===== src/rtl/sram_fifo_controller_pkg.sv =====
// rtl/sram_fifo_controller_pkg.sv - shared constants for the SRAM FIFO controller
// Purpose : widths and depth of the 16-bit x 256-entry dual-port SRAM FIFO.
// Contents: DATA_W, ADDR_W, DEPTH, COUNT_W (COUNT_W holds 0..DEPTH inclusive).
package sram_fifo_pkg;
  localparam int DATA_W  = 16;
  localparam int ADDR_W  = 8;
  localparam int DEPTH   = 256;
  localparam int COUNT_W = 9;
endpackage


===== src/rtl/sram_fifo_controller_if.sv =====
// rtl/sram_fifo_controller_if.sv - dual-port SRAM command/data bus
// Purpose : groups SRAM port A (write) and port B (read) signals.
// Modports: master = FIFO controller (drives commands, receives read data)
//           slave  = SRAM (receives commands, drives Sram_B_Data_In)
interface sram_fifo_controller_if;
  import sram_fifo_pkg::*;

  logic [DATA_W-1:0] Sram_A_Data_Out;
  logic [ADDR_W-1:0] Sram_A_Address_Out;
  logic              Sram_A_Write_Enable_Out;
  logic              Sram_A_Read_Enable_Out;
  logic [ADDR_W-1:0] Sram_B_Address_Out;
  logic              Sram_B_Write_Enable_Out;
  logic              Sram_B_Read_Enable_Out;
  logic [DATA_W-1:0] Sram_B_Data_Out;
  logic [DATA_W-1:0] Sram_B_Data_In;

  modport master (
    output Sram_A_Data_Out, Sram_A_Address_Out, Sram_A_Write_Enable_Out, Sram_A_Read_Enable_Out,
    output Sram_B_Address_Out, Sram_B_Write_Enable_Out, Sram_B_Read_Enable_Out, Sram_B_Data_Out,
    input  Sram_B_Data_In
  );

  modport slave (
    input  Sram_A_Data_Out, Sram_A_Address_Out, Sram_A_Write_Enable_Out, Sram_A_Read_Enable_Out,
    input  Sram_B_Address_Out, Sram_B_Write_Enable_Out, Sram_B_Read_Enable_Out, Sram_B_Data_Out,
    output Sram_B_Data_In
  );
endinterface


===== src/rtl/sram_fifo_ptr_ctrl.sv =====
// rtl/sram_fifo_ptr_ctrl.sv - FIFO pointers, occupancy count and flag decode
// Purpose : tracks write/read pointers and occupancy from accepted push/pop strobes.
// Ports   : i_clk, i_rst_n (async active-low), i_push/i_pop (already-accepted strobes),
//           o_wr_ptr/o_rd_ptr, o_count, o_full/o_empty/o_almost_full/o_almost_empty.
module sram_fifo_ptr_ctrl
  import sram_fifo_pkg::*;
#(
  parameter int ALMOST_FULL_TH  = 240,
  parameter int ALMOST_EMPTY_TH = 16
) (
  input  logic               i_clk,
  input  logic               i_rst_n,
  input  logic               i_push,
  input  logic               i_pop,
  output logic [ADDR_W-1:0]  o_wr_ptr,
  output logic [ADDR_W-1:0]  o_rd_ptr,
  output logic [COUNT_W-1:0] o_count,
  output logic               o_full,
  output logic               o_empty,
  output logic               o_almost_full,
  output logic               o_almost_empty
);
  logic [ADDR_W-1:0]  r_wr_ptr;
  logic [ADDR_W-1:0]  r_rd_ptr;
  logic [COUNT_W-1:0] r_count;

  // Pointers wrap naturally at 256 through 8-bit overflow.
  always_ff @(posedge i_clk or negedge i_rst_n) begin
    if (!i_rst_n) begin
      r_wr_ptr <= '0;
      r_rd_ptr <= '0;
      r_count  <= '0;
    end else begin
      if (i_push) r_wr_ptr <= r_wr_ptr + ADDR_W'(1);
      if (i_pop)  r_rd_ptr <= r_rd_ptr + ADDR_W'(1);
      case ({i_push, i_pop})
        2'b10:   r_count <= r_count + COUNT_W'(1);
        2'b01:   r_count <= r_count - COUNT_W'(1);
        default: r_count <= r_count;
      endcase
    end
  end

  assign o_wr_ptr       = r_wr_ptr;
  assign o_rd_ptr       = r_rd_ptr;
  assign o_count        = r_count;
  assign o_full         = (r_count == COUNT_W'(DEPTH));
  assign o_empty        = (r_count == '0);
  assign o_almost_full  = (r_count >= COUNT_W'(ALMOST_FULL_TH));
  assign o_almost_empty = (r_count <= COUNT_W'(ALMOST_EMPTY_TH));
endmodule


===== src/rtl/sram_fifo_controller.sv =====
// rtl/sram_fifo_controller.sv - FIFO controller in front of a 16x256 dual-port SRAM
// Purpose : turns push/pop handshakes into SRAM port A writes and port B reads,
//           registers returned read data, reports occupancy, flags and sticky errors.
// Ports   : Clk_In, Reset_In (async active-low); push Wr_Valid_In/Wr_Data_In/Wr_Ready_Out;
//           pop Rd_En_In/Rd_Data_Out/Rd_Valid_Out; Count_Out and status flags;
//           Overflow_Out/Underflow_Out/Err_Clear_In; Sram_Reset_Out; sram (SRAM bus, master).
// Option  : SRAM_FIFO_ERR_FLAGS_EN enables the sticky overflow/underflow flags;
//           otherwise they read 0 and Err_Clear_In is ignored.
module sram_fifo_controller
  import sram_fifo_pkg::*;
#(
  parameter int ALMOST_FULL_TH  = 240,
  parameter int ALMOST_EMPTY_TH = 16
) (
  input  logic                  Clk_In,
  input  logic                  Reset_In,
  input  logic                  Wr_Valid_In,
  input  logic [DATA_W-1:0]     Wr_Data_In,
  output logic                  Wr_Ready_Out,
  input  logic                  Rd_En_In,
  output logic [DATA_W-1:0]     Rd_Data_Out,
  output logic                  Rd_Valid_Out,
  output logic [COUNT_W-1:0]    Count_Out,
  output logic                  Full_Out,
  output logic                  Empty_Out,
  output logic                  Almost_Full_Out,
  output logic                  Almost_Empty_Out,
  output logic                  Overflow_Out,
  output logic                  Underflow_Out,
  input  logic                  Err_Clear_In,
  output logic                  Sram_Reset_Out,
  sram_fifo_controller_if.master sram
);
  logic              w_push_acc;
  logic              w_pop_acc;
  logic [ADDR_W-1:0] w_wr_ptr;
  logic [ADDR_W-1:0] w_rd_ptr;
  logic [DATA_W-1:0] r_rd_data;
  logic              r_rd_valid;

  sram_fifo_ptr_ctrl #(
    .ALMOST_FULL_TH  (ALMOST_FULL_TH),
    .ALMOST_EMPTY_TH (ALMOST_EMPTY_TH)
  ) u_ptr_ctrl (
    .i_clk          (Clk_In),
    .i_rst_n        (Reset_In),
    .i_push         (w_push_acc),
    .i_pop          (w_pop_acc),
    .o_wr_ptr       (w_wr_ptr),
    .o_rd_ptr       (w_rd_ptr),
    .o_count        (Count_Out),
    .o_full         (Full_Out),
    .o_empty        (Empty_Out),
    .o_almost_full  (Almost_Full_Out),
    .o_almost_empty (Almost_Empty_Out)
  );

  // Reset_In gating keeps ready and both SRAM enables low while reset is held.
  // Full/empty come from registered count, so ready never depends on Rd_En_In.
  assign Wr_Ready_Out = Reset_In & ~Full_Out;
  assign w_push_acc   = Wr_Valid_In & Wr_Ready_Out;
  assign w_pop_acc    = Reset_In & Rd_En_In & ~Empty_Out;

  assign Sram_Reset_Out               = ~Reset_In;
  assign sram.Sram_A_Data_Out         = Wr_Data_In;
  assign sram.Sram_A_Address_Out      = w_wr_ptr;
  assign sram.Sram_A_Write_Enable_Out = w_push_acc;
  assign sram.Sram_A_Read_Enable_Out  = 1'b0;
  assign sram.Sram_B_Address_Out      = w_rd_ptr;
  assign sram.Sram_B_Write_Enable_Out = 1'b0;
  assign sram.Sram_B_Read_Enable_Out  = w_pop_acc;
  assign sram.Sram_B_Data_Out         = '0;

  // The pop-accept strobe is the pending flag: the SRAM drives port B at the
  // negedge of the accept cycle, so the following posedge samples it. Port B
  // data is never sampled outside that cycle.
  always_ff @(posedge Clk_In or negedge Reset_In) begin
    if (!Reset_In) begin
      r_rd_data  <= '0;
      r_rd_valid <= 1'b0;
    end else begin
      r_rd_valid <= w_pop_acc;
      if (w_pop_acc) r_rd_data <= sram.Sram_B_Data_In;
    end
  end

  assign Rd_Data_Out  = r_rd_data;
  assign Rd_Valid_Out = r_rd_valid;

`ifdef SRAM_FIFO_ERR_FLAGS_EN
  logic r_overflow;
  logic r_underflow;

  // Set has priority over clear when both happen in one cycle.
  always_ff @(posedge Clk_In or negedge Reset_In) begin
    if (!Reset_In) begin
      r_overflow  <= 1'b0;
      r_underflow <= 1'b0;
    end else begin
      if (Wr_Valid_In && Full_Out) r_overflow <= 1'b1;
      else if (Err_Clear_In)       r_overflow <= 1'b0;
      if (Rd_En_In && Empty_Out)   r_underflow <= 1'b1;
      else if (Err_Clear_In)       r_underflow <= 1'b0;
    end
  end

  assign Overflow_Out  = r_overflow;
  assign Underflow_Out = r_underflow;
`else
  logic w_unused_err_clear;
  assign w_unused_err_clear = Err_Clear_In;
  assign Overflow_Out       = 1'b0;
  assign Underflow_Out      = 1'b0;
`endif
endmodule


===== src/flat_wrapper.sv =====
// flat-port wrapper written by rule: the top's interface ports become plain ports
module sram_fifo_controller_flat import sram_fifo_pkg::*;
#(
  parameter int ALMOST_FULL_TH  = 240,
  parameter int ALMOST_EMPTY_TH = 16
)
  (Clk_In, Reset_In, Wr_Valid_In, Wr_Data_In, Wr_Ready_Out, Rd_En_In, Rd_Data_Out, Rd_Valid_Out, Count_Out, Full_Out, Empty_Out, Almost_Full_Out, Almost_Empty_Out, Overflow_Out, Underflow_Out, Err_Clear_In, Sram_Reset_Out, sram_Sram_A_Data_Out, sram_Sram_A_Address_Out, sram_Sram_A_Write_Enable_Out, sram_Sram_A_Read_Enable_Out, sram_Sram_B_Address_Out, sram_Sram_B_Write_Enable_Out, sram_Sram_B_Read_Enable_Out, sram_Sram_B_Data_Out, sram_Sram_B_Data_In);
  sram_fifo_controller_if sram_i ();
  input  logic Clk_In;
  input  logic Reset_In;
  input  logic Wr_Valid_In;
  input  logic [DATA_W-1:0] Wr_Data_In;
  output logic Wr_Ready_Out;
  input  logic Rd_En_In;
  output logic [DATA_W-1:0] Rd_Data_Out;
  output logic Rd_Valid_Out;
  output logic [COUNT_W-1:0] Count_Out;
  output logic Full_Out;
  output logic Empty_Out;
  output logic Almost_Full_Out;
  output logic Almost_Empty_Out;
  output logic Overflow_Out;
  output logic Underflow_Out;
  input  logic Err_Clear_In;
  output logic Sram_Reset_Out;
  output wire logic [$bits(sram_i.Sram_A_Data_Out)-1:0] sram_Sram_A_Data_Out;
  output wire logic [$bits(sram_i.Sram_A_Address_Out)-1:0] sram_Sram_A_Address_Out;
  output wire logic [$bits(sram_i.Sram_A_Write_Enable_Out)-1:0] sram_Sram_A_Write_Enable_Out;
  output wire logic [$bits(sram_i.Sram_A_Read_Enable_Out)-1:0] sram_Sram_A_Read_Enable_Out;
  output wire logic [$bits(sram_i.Sram_B_Address_Out)-1:0] sram_Sram_B_Address_Out;
  output wire logic [$bits(sram_i.Sram_B_Write_Enable_Out)-1:0] sram_Sram_B_Write_Enable_Out;
  output wire logic [$bits(sram_i.Sram_B_Read_Enable_Out)-1:0] sram_Sram_B_Read_Enable_Out;
  output wire logic [$bits(sram_i.Sram_B_Data_Out)-1:0] sram_Sram_B_Data_Out;
  input wire logic [$bits(sram_i.Sram_B_Data_In)-1:0] sram_Sram_B_Data_In;
  assign sram_Sram_A_Data_Out = sram_i.Sram_A_Data_Out;
  assign sram_Sram_A_Address_Out = sram_i.Sram_A_Address_Out;
  assign sram_Sram_A_Write_Enable_Out = sram_i.Sram_A_Write_Enable_Out;
  assign sram_Sram_A_Read_Enable_Out = sram_i.Sram_A_Read_Enable_Out;
  assign sram_Sram_B_Address_Out = sram_i.Sram_B_Address_Out;
  assign sram_Sram_B_Write_Enable_Out = sram_i.Sram_B_Write_Enable_Out;
  assign sram_Sram_B_Read_Enable_Out = sram_i.Sram_B_Read_Enable_Out;
  assign sram_Sram_B_Data_Out = sram_i.Sram_B_Data_Out;
  assign sram_i.Sram_B_Data_In = sram_Sram_B_Data_In;
  sram_fifo_controller #(.ALMOST_FULL_TH(ALMOST_FULL_TH), .ALMOST_EMPTY_TH(ALMOST_EMPTY_TH)) u_core (.Clk_In(Clk_In), .Reset_In(Reset_In), .Wr_Valid_In(Wr_Valid_In), .Wr_Data_In(Wr_Data_In), .Wr_Ready_Out(Wr_Ready_Out), .Rd_En_In(Rd_En_In), .Rd_Data_Out(Rd_Data_Out), .Rd_Valid_Out(Rd_Valid_Out), .Count_Out(Count_Out), .Full_Out(Full_Out), .Empty_Out(Empty_Out), .Almost_Full_Out(Almost_Full_Out), .Almost_Empty_Out(Almost_Empty_Out), .Overflow_Out(Overflow_Out), .Underflow_Out(Underflow_Out), .Err_Clear_In(Err_Clear_In), .Sram_Reset_Out(Sram_Reset_Out), .sram(sram_i));
endmodule

===== config.mk =====
export PLATFORM = sky130hd
export DESIGN_NAME = sram_fifo_controller_flat
export DESIGN_NICKNAME = d
export VERILOG_FILES = /design/src/rtl/sram_fifo_controller_pkg.sv /design/src/rtl/sram_fifo_controller_if.sv /design/src/rtl/sram_fifo_ptr_ctrl.sv /design/src/rtl/sram_fifo_controller.sv /design/src/flat_wrapper.sv
export SDC_FILE = /design/constraint.sdc
export NUM_CORES = 1
export LEC_CHECK = 0
export CORE_MARGIN = 2
export CORE_UTILIZATION = 55
export CTS_CLUSTER_DIAMETER = 50
export DETAILED_ROUTE_END_ITERATION = 12
export DONT_BUFFER_PORTS = 1
export PLACE_DENSITY = 0.7
export SLEW_MARGIN = 40
export SYNTH_ARGS = -nofsm -noshare
export SYNTH_HDL_FRONTEND = slang
export SYNTH_SLANG_ARGS = --single-unit

===== constraint.sdc =====
create_clock -name Clk_In -period 8.5 [get_ports Clk_In]
set_input_delay 2.125 -clock Clk_In [delete_from_list [all_inputs] [get_ports Clk_In]]
set_output_delay 2.125 -clock Clk_In [all_outputs]
set_load 0.02 [all_outputs]

# Word level (Yosys, flattened, before mapping)

Index checks and enable logic that the tools add are counted.

Bits in registers: 42
Input port bits: 37
Output and inout bits: 86
Word-level logic and storage cells: 24

Add/subtract/negate cells: 4
Order comparisons: 2
Equality and inequality tests: 3
Muxes and demuxes: 1
Bitwise logic cells: 7
Reductions and logical operators: 2

Operators with widths:

| kind                | count |
|---|---|
| $pmux 9 s2          | 1 |
| $add 8x1->8 const B | 2 |
| $add 9x1->9 const B | 1 |
| $eq 9x9->1 const B  | 1 |
| $ge 9x8->1 const B  | 1 |
| $le 9x5->1 const B  | 1 |
| $logic_not 9->1     | 1 |
| $sub 9x1->9 const B | 1 |
| $and 1x1->1         | 4 |
| $not 1->1           | 3 |
| $eq 2x1->1 const B  | 1 |
| $eq 2x2->1 const B  | 1 |
| $reduce_bool 2->1   | 1 |

# Logic depth before layout (Yosys ltp)

Depth in word-level cells: 6
Mapped depth: 12

# Modules after synthesis

Synthesis repeated with hierarchy kept, for this count alone.

Cells, all modules: 213
Area total of the unflattened synthesis: 2402.3 µm²

Modules (own cells, without submodules):

| module               | instances | cells an instance | area an instance (µm²) |
|---|---|---|---|
| sram_fifo_ptr_ctrl   | 1         | 137               | 1437.6 |
| sram_fifo_controller | 1         | 76                | 964.7 |

# Worst setup path before layout

OpenSTA, ideal clock, no wires.

Kind: input port to output port
Start point: input port Reset_In
End point: output port sram_Sram_A_Write_Enable_Out
Arrival time: 2.860 ns
Path slack: 3.515 ns
Stages: 4
Buffers on the path: 0
Cell sequence: inv_1 > a31oi_2 > nand2_2 > inv_2

Word-level cells in the longest chain between the ends: 2

Ends and longest elaborated chain:

| element            | RTL line                   | RTL |
|---|---|---|
| start: declaration | flat_wrapper.sv:10         | `input logic Reset_In;` |
| $and 1x1->1        | sram_fifo_controller.sv:60 | `assign Wr_Ready_Out = Reset_In & ~Full_Out;` |
| net Wr_Ready_Out   | flat_wrapper.sv:13         | `output logic Wr_Ready_Out;` |
| $and 1x1->1        | sram_fifo_controller.sv:61 | `assign w_push_acc = Wr_Valid_In & Wr_Ready_Out;` |
| end: declaration   | flat_wrapper.sv:28         | `output wire logic [$bits(sram_i.Sram_A_Write_Enable_Out)-1:0] sram_Sram_A_Write_Enable_Out;` |

The timed path passes the listed nets, and every way through them passes these cells.

# Worst setup path in the final report

Ends and elaborated chain as after synthesis.

==> impl_metrics.yaml <==
worst_setup_path:
  worstSetupStartpointType: "primary input"
  crit_required_ps: 6380
  worst-setup-path-type: "in2out"
  cp-end-kind: "primary output"
  crit_path_max_fanout: 44
  critPathArrivalTime_ps: 2940
routing:
  routed_wl_mm: 3.937
  drc: 0
  postRouteAntennaNets: 0
  first_pass_iters: 4
  routed_via_density: 5.461
  num_vias: 1387
  wl_per_cell_microns: 15.50
  dr.first_iter.drc_count: 66
timing:
  finalSetupTns_ps: 0
  drv_slew: 0
  setup_viol: 0
  skew_ps: 5.417
  finalCriticalPeriod_ps: 5067
  hold_viol: 0
  tightest_slew_ps: 549.8
  period_share: 0.5962
  fmax_ghz: 0.1973
  setup_ws_ps: 3433
  rsz0062_at_grt: "no"
  whs_ps: 602.1
  relSlewSlack: 0.6335
placed_design:
  dp.cells: 247
  io_buffer_count: 0
  gp_congestion: 0.7661
  post-place-ws_ps: 3441
  dp_hpwl_mm: 2.817
min_path:
  hold_path_class: "reg2reg"
power_and_ir_drop:
  ir_worst_vdd_mv: 0.1384
  p_leak_nw: 1.095
  powerDensity_mw_per_mm2: 334.9
clock_tree:
  cts_tree: "yes"
  cts_inserted_buffers: 5
  clk_latency_ps: 290
  cts_hold_buf: 0
  cts_max_level: 2
  cts-resized-gates: 0
  cts.sinks: 42
  clock_path_buffers: 2
  clkTransAtPathRegs_ps: 80
  post_cts_buffers: 0
  cts_root_buf: "clkbuf_8"
floorplanning:
  rows: 24
  die_y_microns: 70.95
  dieArea_sq_mm: 0.005033
  start_util: 0.5700
  core_area_sq_mm: 0.004324
  io_pins: 123
  die_w_microns: 70.95
synth:
  synthArstFlopShare: 1.000
  ys_seq_area_frac: 0.4264
  avgSynthCellArea_sq_um: 11.36
  yosysWarnings: 0
  synth_area_sq_mm: 0.002465
  synth-edff-count: 0
  ys_types: 44
  postSynthCellCount: 217
  synthFlopType: "dfrtp_1"
  ys_ff_latch: 42
finish:
  antenna_cells: 0
  final_common_cell: "dfrtp_1"
  post-route-util: 0.5457
  mostFrequentLayoutCells: "dfrtp_1 (42), conb_1 (20), xnor2_1 (16), nand2_1 (14), mux2_4 (13)"
  fin_nets: 250
  area.growth.synth_to_final_pct: -4.264
  layout-drive-gt1-share: 0.1683
  stdcell_count: 254
status:
  status: "finished, final reports clean"
grt:
  antenna_found_initial: 0
  grt_pass1_vias: 1326
  grt_max_degree: 45
  track_usage: 0.1603
  grt_pass1_wl_mm: 6.403
  gr-total-overflow: 0
flow_run:
  drv_cap: 0
==> layer usage <==
metal	wire [microns]	global-route usage	up-vias
met1	1665	0.2111	655
met2	1923	0.2409	69
met5	0	0	-
li1	-	-	658
met3	288	0.05413	5
met4	59	0.07128	0
==> final timing paths <==
path / startpoint / end / slack [ps] / depth (start not counted)
worst min register to register: u_core.u_ptr_ctrl.o_wr_ptr[7] / u_core.u_ptr_ctrl.o_wr_ptr[7] / 600 / 1
max in group asynchronous: Reset_In / u_core.Rd_Data_Out[11] / 6890 / 0
min in group asynchronous: Reset_In / u_core.u_ptr_ctrl.o_rd_ptr[7] / 1530 / 0
worst max register to register: u_core.u_ptr_ctrl.o_count[0] / u_core.u_ptr_ctrl.o_count[8] / 4820 / 10
worst min-delay path: u_core.u_ptr_ctrl.o_wr_ptr[7] / u_core.u_ptr_ctrl.o_wr_ptr[7] / 600 / 1
worst max-delay path: Reset_In / sram_Sram_A_Write_Enable_Out / 3430 / 4
==> power breakdown <==
| part | total, mW | switching [mW] | internal, mW |
|---|---|---|---|
| clock | 0.119 | 0.0637 | 0.0551 |
| combinational | 0.236 | 0.119 | 0.117 |
| sequential | 0.436 | 0.173 | 0.262 |
| total | 0.790 | 0.356 | 0.435 |
==> logic make-up (layout without fill, tap and decap cells) <==
group	Yosys count	after routing	share of synthesized area
AOI/OAI and AO/OA	25	25	0.06498
xor gates and xnor gates	22	22	0.07817
adders and majority gates	11	11	0.05888
buffers and inverters	52	18	0.1467
DFF	42	42	0.4264
muxes	19	19	0.1061
other	1	20	0.001521
and+or+nand+nor	45	45	0.1173
==> state kept, by name, indices dropped and copies added (netlist names) <==
| signal | flops |
|---|---|
| u_core.Rd_Data_Out | 16 |
| u_core.Rd_Valid_Out | 1 |
| u_core.u_ptr_ctrl.o_count | 9 |
| u_core.u_ptr_ctrl.o_rd_ptr | 8 |
| u_core.u_ptr_ctrl.o_wr_ptr | 8 |
==> per-stage QoR <==
step,area (sq um),power [mW]
floorplan,2536,0.6450
global placement,2281,0.6716
detailed placement,2281,0.6768
CTS,2360,0.7992
global route,2360,0.8462
finish,2360,0.7904
==> cell usage after synthesis (3+ instances only) <==
cell type,instances,area [sq um]
a21oi_1,6,30.03
and3_1,3,18.77
buf_4,36,270.3
dfrtp_1,42,1051
ha_1,10,125.1
inv_1,10,37.54
mux2_2,5,56.30
mux2_4,13,195.2
nand2_1,14,52.55
nand4_1,5,31.28
nor2_1,5,18.77
nor3b_1,3,22.52
o21ai_0,9,45.04
xnor2_1,16,140.1
xor2_1,6,52.55
==> worst max-delay path, stage by stage <==
cell and delay [ps]:
inv_1 100, a31oi_2 360, nand2_2 150, inv_2 200
==> final cells by class <==
| type | instances | area (sq um) |
|---|---|---|
| Multi-Input combinational cell | 142 | 1124 |
| Tap cell | 52 | 65.06 |
| Sequential cell | 42 | 1051 |
| Inverter | 11 | 41.29 |
| Fill cell | 372 | 1964 |
| Clock buffer | 5 | 68.82 |
| Clock inverter | 2 | 10.01 |
No activity file was read; power rests on OpenSTA's default activity.
